File: src/rtl/display_pkg.sv
// rtl/display_pkg.sv - shared types, constants and helpers for the display scan controller
package display_pkg;

    typedef enum logic {
        GUARDA = 1'b0,
        ATIVO  = 1'b1
    } estado_t;

    localparam int LARGURA_BCD = 4;
    localparam int MAX_DIGITOS = 32;

    function automatic logic [MAX_DIGITOS-1:0] um_quente(input int indice);
        logic [MAX_DIGITOS-1:0] base;
        base = {{(MAX_DIGITOS-1){1'b0}}, 1'b1};
        return base << indice;
    endfunction

endpackage

File: src/rtl/gerador_pisca.sv
// rtl/gerador_pisca.sv - free-running blink phase divider, toggles every CICLOS_PISCA cycles
module gerador_pisca #(
    parameter int CICLOS_PISCA = 12500000
) (
    input  logic Clock,
    input  logic Reset,
    output logic Fase
);

    localparam int CW = (CICLOS_PISCA > 1) ? $clog2(CICLOS_PISCA) : 1;
    localparam logic [CW-1:0] ULTIMO = CW'(CICLOS_PISCA - 1);

    logic [CW-1:0] contador;

    always_ff @(posedge Clock) begin
        if (Reset) begin
            contador <= '0;
            Fase     <= 1'b0;
        end else if (contador == ULTIMO) begin
            contador <= '0;
            Fase     <= ~Fase;
        end else begin
            contador <= contador + 1'b1;
        end
    end

endmodule

File: src/rtl/controle_display.sv
// rtl/controle_display.sv - seven-segment digit scan controller; DISPLAY_PISCA_EN builds digit blinking
module controle_display
    import display_pkg::*;
#(
    parameter int NUM_DIGITOS       = 4,
    parameter int CICLOS_POR_DIGITO = 50000,
    parameter int CICLOS_GUARDA     = 16,
    parameter int CICLOS_PISCA      = 12500000
) (
    input  logic                                 Clock,
    input  logic                                 Reset,
    input  logic [LARGURA_BCD*NUM_DIGITOS-1:0]   Digitos,
    input  logic                                 Apagar_Zero,
    input  logic [NUM_DIGITOS-1:0]               Seleciona_Pisca,
    output logic [LARGURA_BCD-1:0]               Num_Binario,
    output logic [NUM_DIGITOS-1:0]               Habilita_Digito,
    output logic [$clog2(NUM_DIGITOS)-1:0]       Digito_Atual
);

    localparam int IDX_W      = $clog2(NUM_DIGITOS);
    localparam int MAX_CICLOS = (CICLOS_POR_DIGITO > CICLOS_GUARDA) ? CICLOS_POR_DIGITO : CICLOS_GUARDA;
    localparam int CNT_W      = (MAX_CICLOS > 1) ? $clog2(MAX_CICLOS) : 1;

    localparam logic [CNT_W-1:0] FIM_ATIVO     = CNT_W'(CICLOS_POR_DIGITO - 1);
    localparam logic [CNT_W-1:0] FIM_GUARDA    = CNT_W'(CICLOS_GUARDA - 1);
    localparam logic [IDX_W-1:0] ULTIMO_DIGITO = IDX_W'(NUM_DIGITOS - 1);

    estado_t                               estado;
    logic [CNT_W-1:0]                      contador;
    logic [LARGURA_BCD*NUM_DIGITOS-1:0]    quadro;
    logic [NUM_DIGITOS-1:0]                apagado;
    logic                                  zeros_acima;
    logic [NUM_DIGITOS-1:0]                mascara_pisca;
    logic [NUM_DIGITOS-1:0]                habilita_calc;
    logic [IDX_W-1:0]                      proximo_digito;

`ifdef DISPLAY_PISCA_EN
    logic fase_pisca;

    gerador_pisca #(
        .CICLOS_PISCA (CICLOS_PISCA)
    ) u_gerador_pisca (
        .Clock (Clock),
        .Reset (Reset),
        .Fase  (fase_pisca)
    );

    assign mascara_pisca = {NUM_DIGITOS{fase_pisca}} & Seleciona_Pisca;
`else
    localparam int unused_ciclos_pisca = CICLOS_PISCA;
    logic unused_seleciona;

    assign unused_seleciona = ^Seleciona_Pisca;
    assign mascara_pisca    = '0;
`endif

    // A digit is blanked only if it and every more significant snapshot nibble is zero
    always_comb begin
        apagado     = '0;
        zeros_acima = Apagar_Zero;
        for (int i = NUM_DIGITOS - 1; i > 0; i--) begin
            zeros_acima = zeros_acima && (quadro[i*LARGURA_BCD +: LARGURA_BCD] == '0);
            apagado[i]  = zeros_acima;
        end
    end

    assign proximo_digito = (Digito_Atual == ULTIMO_DIGITO) ? '0 : Digito_Atual + 1'b1;
    assign habilita_calc  = NUM_DIGITOS'(um_quente(int'(Digito_Atual))) & ~apagado & ~mascara_pisca;

    always_ff @(posedge Clock) begin
        if (Reset) begin
            estado          <= GUARDA;
            contador        <= '0;
            Digito_Atual    <= '0;
            Num_Binario     <= '0;
            Habilita_Digito <= '0;
            quadro          <= Digitos;
        end else begin
            case (estado)
                GUARDA: begin
                    Habilita_Digito <= '0;
                    Num_Binario     <= quadro[int'(Digito_Atual)*LARGURA_BCD +: LARGURA_BCD];
                    if (contador == FIM_GUARDA) begin
                        estado          <= ATIVO;
                        contador        <= '0;
                        Habilita_Digito <= habilita_calc;
                    end else begin
                        contador <= contador + 1'b1;
                    end
                end
                ATIVO: begin
                    if (contador == FIM_ATIVO) begin
                        estado          <= GUARDA;
                        contador        <= '0;
                        Habilita_Digito <= '0;
                        Digito_Atual    <= proximo_digito;
                        // Wrapping to digit 0 starts a new frame: take a fresh snapshot
                        if (proximo_digito == '0) begin
                            quadro      <= Digitos;
                            Num_Binario <= Digitos[LARGURA_BCD-1:0];
                        end else begin
                            Num_Binario <= quadro[int'(proximo_digito)*LARGURA_BCD +: LARGURA_BCD];
                        end
                    end else begin
                        contador        <= contador + 1'b1;
                        Habilita_Digito <= habilita_calc;
                    end
                end
                default: begin
                    estado   <= GUARDA;
                    contador <= '0;
                end
            endcase
        end
    end

endmodule

File: config.mk
export PLATFORM = sky130hd
export DESIGN_NAME = controle_display
export DESIGN_NICKNAME = d
export VERILOG_FILES = /design/src/rtl/display_pkg.sv /design/src/rtl/gerador_pisca.sv /design/src/rtl/controle_display.sv
export SDC_FILE = /design/constraint.sdc
export NUM_CORES = 1
export LEC_CHECK = 0
export BUFFER_PORTS_ARGS = -buffer_cell sky130_fd_sc_hd__buf_2
export CORE_UTILIZATION = 50
export CTS_CLUSTER_DIAMETER = 100
export DETAILED_ROUTE_END_ITERATION = 6
export PLACE_DENSITY = 0.8
export SETUP_SLACK_MARGIN = 0.02
export SLEW_MARGIN = 25
export SYNTH_ARGS = -nofsm -noshare
export SYNTH_HDL_FRONTEND = slang
export SYNTH_HIERARCHICAL = 1
export SYNTH_SLANG_ARGS = --single-unit
File: constraint.sdc
create_clock -name Clock -period 5.1 [get_ports Clock]
set_input_delay 1.02 -clock Clock [delete_from_list [all_inputs] [get_ports Clock]]
set_output_delay 1.02 -clock Clock [all_outputs]
set_load 0.02 [all_outputs]
==> results.toml, run 1 <==
[outcome]
status = "finished clean"

[synthesis]
syn_inst = 186
ys_seq_area_frac = 0.509
syn_area_sq_um = 2000
synth_top_area_frac = 0.270
yosys-top-cells-area = "dfxtp_1, edfxtp_1, xnor2_1, nor3_1, mux4_2"
synth_top_cell_by_area = "dfxtp_1"
ys_warn_count = 6
synth.distinct_cells = 34
synth_fp_nets = 214
ys_ff_latch = 43
synth.avg_cell_area_sq_um = 10.8

[floorplanning]
rows = 22
die_h_um = 65.3
coreArea_sq_um = 3740
die-area_sq_um = 4270
num_io_pins = 33
start_util = 0.535
die_w_um = 65.3

[route]
drt_first_pass_iters = 4
wl_per_cell_um = 14.5
drc = 0
antenna_left = 0
vias_per_cell = 5.79
drt_iter0_drc = 157
vias = 1518
totalWireLength_mm = 3.81

[clock_network]
cts_max_path_buffers = 2
hold_buffers = 0
cts.htree.levels = 2
clock_sinks = 43
insertion_delay_ns = 0.29
cts_tree = "built"
cts_setup_buffers = 0
cts_resized = 0
clkSlewWorstSetupHoldPaths_ns = 0.08
cts_buffers = 5
cts-root-buf = "clkbuf_8"

[cells_and_area]
multi_input_area_sq_um = 927
antenna_cells = 0
num-fill-cells = 329
regArea_sq_um = 1020
nets = 241
postLayoutCellArea_sq_um = 2300
area_growth_pct = 14.7
layout-drive-gt1-share = 0.206

[timing]
relSlewSlack = 0.663
hold_viol = 0
worst_hold_slack_ns = 0.467
max_freq_mhz = 452
worst_slew_pin_slew_ns = 0.505
finalCritPeriodShare = 0.434
period_minus_slack_ns = 2.21
rsz0062_at_grt = "false"
fin_skew_ns = 0.0111
setup_tns_ns = 0
slew_violations = 0
finalSetupViolCount = 0

[setup_path]
crit_fanout = 11
start_kind = "flop"
path_cells = "buf_2"
worstSetupPathType = "reg2out"
path_delay_family = "flip-flops"
cpPeakStageDelay_ns = 0.64
critical_path_arrival_ns = 1.19
cp_num_buf_inv = 1
cp.required_ns = 4.08
end_kind = "output port"
crit_path_top_delay_cell = "dfxtp_1"

[power]
ir_drop_v = 0.000187
cellPowerDensity_nw_per_um2 = 314
p_leak_nw = 0.806

[placement]
io_buffers = 28
place_congestion = 0.927
dp_hpwl_mm = 2.78
placed_area_sq_um = 2170

[grt]
grt_overflow_total = 0
grt_pass1_vias = 1363
grt_first_pass_wirelength_mm = 6.36
grt_max_degree = 23
grtUsageTotal = 0.197
antenna_found_initial = 0

[min_path]
hp-class = "reg2reg"

[run]
maxCapViolations = 0
## registers in the layout (all words and copies together), names as in the netlist
signal           cells
contador            16
quadro              16
Habilita_Digito      4
Num_Binario          4
Digito_Atual         2
estado               1
## kinds of logic after synthesis
group                    after synthesis  share of synthesized area
buffers and inverters                 13                     0.0281
multiplexers                          12                     0.0849
AND/OR/NAND/NOR                       78                      0.213
XOR/XNOR                              14                     0.0612
AO/OA/AOI/OAI                         21                     0.0724
flip-flops                            43                      0.509
adder cells (fa/ha/maj)                5                     0.0312
## worst register-to-register path, stage by stage, from the launching register on
cell,delay [ns]
dfxtp_1,0.64
inv_1,0.14
ha_1,0.60
mux2i_1,0.14
a22oi_1,0.19
o21ai_0,0.14
o211ai_1,0.18
## where the power goes
| part | internal, mW | switching [mW] |
|---|---|---|
| Clock | 0.196 | 0.110 |
| Combinational | 0.0172 | 0.0177 |
| Sequential | 0.372 | 0.00974 |
## metrics by stage
stage | instances | utilization | setup slack, ns | total power [mW]
after detailed placement | 254 | 0.579 | 2.88 | 0.425
final | 262 | 0.614 | 2.89 | 0.722
after floorplan | 186 | - | 2.90 | 0.408
after global placement | 254 | 0.579 | 2.88 | 0.423
after CTS | 262 | 0.614 | 2.88 | 0.726
after global routing | 262 | 0.614 | 2.78 | 0.743
## metal layers
layer / track usage / part of all wire
met5: 0 / 0
met2: 0.296 / 0.46
met4: 0.0625 / 0.0095
met3: 0.0434 / 0.054
met1: 0.282 / 0.48
## path summary, 6_finish.rpt
kind | startpoint | end | slack, ns | cells past startpoint
worst min-delay path | contador[0]$_SDFF_PP0_ | contador[0]$_SDFF_PP0_ | 0.47 | 1
worst max register to register | Digito_Atual[0]$_SDFFE_PP0P_ | Num_Binario[1]$_SDFFE_PP0P_ | 2.99 | 6
worst max-delay path | Digito_Atual[0]$_SDFFE_PP0P_ | Digito_Atual[0] | 2.89 | 1
worst min register to register | contador[0]$_SDFF_PP0_ | contador[0]$_SDFF_PP0_ | 0.47 | 1
## cell type report
class,instances,share of cell area
clock buffer,6,0.0316
sequential,43,0.444
inverter,5,0.00816
timing repair buffer,28,0.0609
clock inverter,2,0.0261
tap,48,0.0261
multi-input combinational,130,0.403
## cells in the mapped netlist, drive strengths merged
cell type / n
clkbuf: 7
a211oi: 1
nand2: 11
buf: 1
a31o: 1
a21oi: 3
xor2: 2
nand4: 5
xnor2: 12
and3: 3
and4b: 1
nor2b: 2
a22oi: 5
dfxtp: 27
nor4b: 1
mux4: 4
o211ai: 4
ha: 5
or4: 2
mux2i: 8
nor2: 9
nor3b: 1
nor3: 18
o21ai: 7
nand3: 11
nand2b: 1
or3: 1
and4: 1
nor4: 10
inv: 5
edfxtp: 16
nand4b: 1
## cells in the final DEF (no fill, tap or decap), types with 3 or more instances in the layout
master,count
a22oi_1,5
o21ai_0,7
buf_2,28
nor2_1,9
nand3_1,11
nand2_1,11
inv_1,5
nor3_1,18
nand4_1,5
nor4_1,10
ha_1,5
and3_1,3
xnor2_1,12
mux2i_1,8
dfxtp_1,27
mux4_2,4
o211ai_1,4
clkbuf_8,5
edfxtp_1,16
Power figures use the tool's default switching activity.
==> inputs of run 2 (changes only) <==
--- a/config.mk
+++ b/config.mk
@@ -9,7 +9,7 @@
 export CORE_UTILIZATION = 50
 export CTS_CLUSTER_DIAMETER = 100
 export DETAILED_ROUTE_END_ITERATION = 6
-export PLACE_DENSITY = 0.8
+export PLACE_DENSITY = 0.83
 export SETUP_SLACK_MARGIN = 0.02
 export SLEW_MARGIN = 25
 export SYNTH_ARGS = -nofsm -noshare
==> constraint.sdc (replaced) <==
create_clock -name Clock -period 1.8 [get_ports Clock]
set_input_delay 0.36 -clock Clock [delete_from_list [all_inputs] [get_ports Clock]]
set_output_delay 0.36 -clock Clock [all_outputs]
set_load 0.02 [all_outputs]
==> results.toml, run 2 (synthesis gave the netlist of run 1 again) <==
[route]
wl_met3_um = 192
met2_length_mm = 2.13
highest_layer = "met4"
wl_met1_mm = 1.98
drt_first_pass_iters = 4
drt_iter0_drc = 128
drc = 0
vias_per_cell = 5.74
wl_per_cell_um = 15.6
vias = 1596
antenna_left = 0
totalWireLength_mm = 4.35

[timing]
hold_viol = 0
max_freq_mhz = 584
period_minus_slack_ns = 1.71
worst_slew_pin_slew_ns = 0.390
worst_hold_slack_ns = 0.241
slew_violations = 0
finalSetupViolCount = 0
fin_skew_ns = 0.00670
relSlewSlack = 0.739
finalCritPeriodShare = 0.952
worst_slack_ns = 0.0863
rsz0062_at_grt = "false"
setup_tns_ns = 0

[placement]
dp_hpwl_mm = 3.11
place_congestion = 0.928
dp_slack_ns = 0.0800
io_buffers = 28

[clock_network]
cts_setup_buffers = 0
clkSlewWorstSetupHoldPaths_ns = 0.08
hold_buffers = 0
cts_tree = "built"
cts_max_path_buffers = 2
insertion_delay_ns = 0.29
cts_resized = 0
clock_sinks = 43
cts-root-buf = "clkbuf_8"
cts_buffers = 5
cts.htree.levels = 2

[setup_path]
cpPeakStageDelay_ns = 0.53
crit_fanout = 15
path_delay_family = "simple AND/OR/NAND/NOR gates"
worstSetupPathType = "reg2reg"
crit_path_top_delay_cell = "or4_4"
r2r_start = "estado$_SDFF_PP0_"
end_kind = "flop"
cp.required_ns = 1.97
regToRegSetupSlack_ns = 0.09
worstSetupPathDepth = 5
regToRegEndpoint = "contador[10]$_SDFF_PP0_"
critical_path_arrival_ns = 1.89
start_kind = "flop"
ff2ff_path_depth = 5
cp_num_buf_inv = 1
path_cells = "or4_4 -> or3_4 -> a21oi_4 -> buf_12 -> nor3_1"

[floorplanning]
die-area_sq_um = 4270
start_util = 0.535
num_io_pins = 33
die_w_um = 65.3
rows = 22
die_h_um = 65.3
coreArea_sq_um = 3740

[power]
total_power_mw = 2.05
p_leak_nw = 0.894
ir_drop_v = 0.000470
cellPowerDensity_nw_per_um2 = 837

[grt]
grt_pass1_vias = 1495
antenna_found_initial = 0
grt_overflow_total = 0
grtUsageTotal = 0.224
grt_first_pass_wirelength_mm = 7.00
grt_max_degree = 17

[cells_and_area]
regArea_sq_um = 1020
top_regs = "contador x16, quadro x16"
area_growth_pct = 22.5
multi_input_area_sq_um = 947
antenna_cells = 0
num-fill-cells = 302
post-route-util = 0.656
layout-drive-gt1-share = 0.283
nets = 257
mostFrequentLayoutCells = "buf_2, dfxtp_1, nor3_1"
layout_commonest_cell = "buf_2"

[min_path]
hold_depth = 1
holdCritStartpoint = "Digitos[4]"
hold_end = "quadro[4]$_DFFE_PP_"
hp-class = "in2reg"

[run]
maxCapViolations = 0

[outcome]
status = "finished clean"
[run 2: layer usage]
layer	vias up	track usage
met3	5	0.0677
met2	53	0.347
met5	-	0
met4	0	0.0815
met1	755	0.295
li1	783	-
[run 2: per-stage QoR]
step / area (sq um) / cells
floorplan: 2020 / 186
global placement: 2310 / 270
detailed placement: 2310 / 270
CTS: 2440 / 278
global route: 2450 / 278
finish: 2450 / 278
[run 2: area by class of cell]
| class | instances | area share |
|---|---|---|
| tap | 48 | 0.0245 |
| timing repair buffer | 44 | 0.111 |
| clock buffer | 6 | 0.0296 |
| inverter | 5 | 0.00765 |
| sequential | 43 | 0.417 |
| clock inverter | 2 | 0.0245 |
| multi-input combinational | 130 | 0.386 |
[run 2: where the power goes]
part	switching (mW)	total (mW)	leakage, nW	internal [mW]
combinational	0.0540	0.106	0.452	0.0518
sequential	0.0286	1.08	0.376	1.05
clock	0.312	0.867	0.0654	0.554
total	0.395	2.05	0.894	1.66
[run 2: worst max-delay path by stage]
stage	to	startpoint	slack [ns]
4_1_cts	Num_Binario[0]$_SDFFE_PP0P_	Digito_Atual[1]$_SDFFE_PP0P_	0.06
3_5_place_dp	Num_Binario[0]$_SDFFE_PP0P_	Digito_Atual[1]$_SDFFE_PP0P_	0.08
2_1_floorplan	Num_Binario[3]$_SDFFE_PP0P_	Digito_Atual[0]$_SDFFE_PP0P_	0.02
6_report	contador[10]$_SDFF_PP0_	estado$_SDFF_PP0_	0.09
5_1_grt	Num_Binario[0]$_SDFFE_PP0P_	Digito_Atual[1]$_SDFFE_PP0P_	0.03
3_3_place_gp	contador[11]$_SDFF_PP0_	estado$_SDFF_PP0_	0.12
[run 2: worst register-to-register path: stages (launching register included)]
cell and delay (ns):
dfxtp_1 0.32, or4_4 0.53, or3_4 0.35, a21oi_4 0.17
buf_12 0.16, nor3_1 0.06
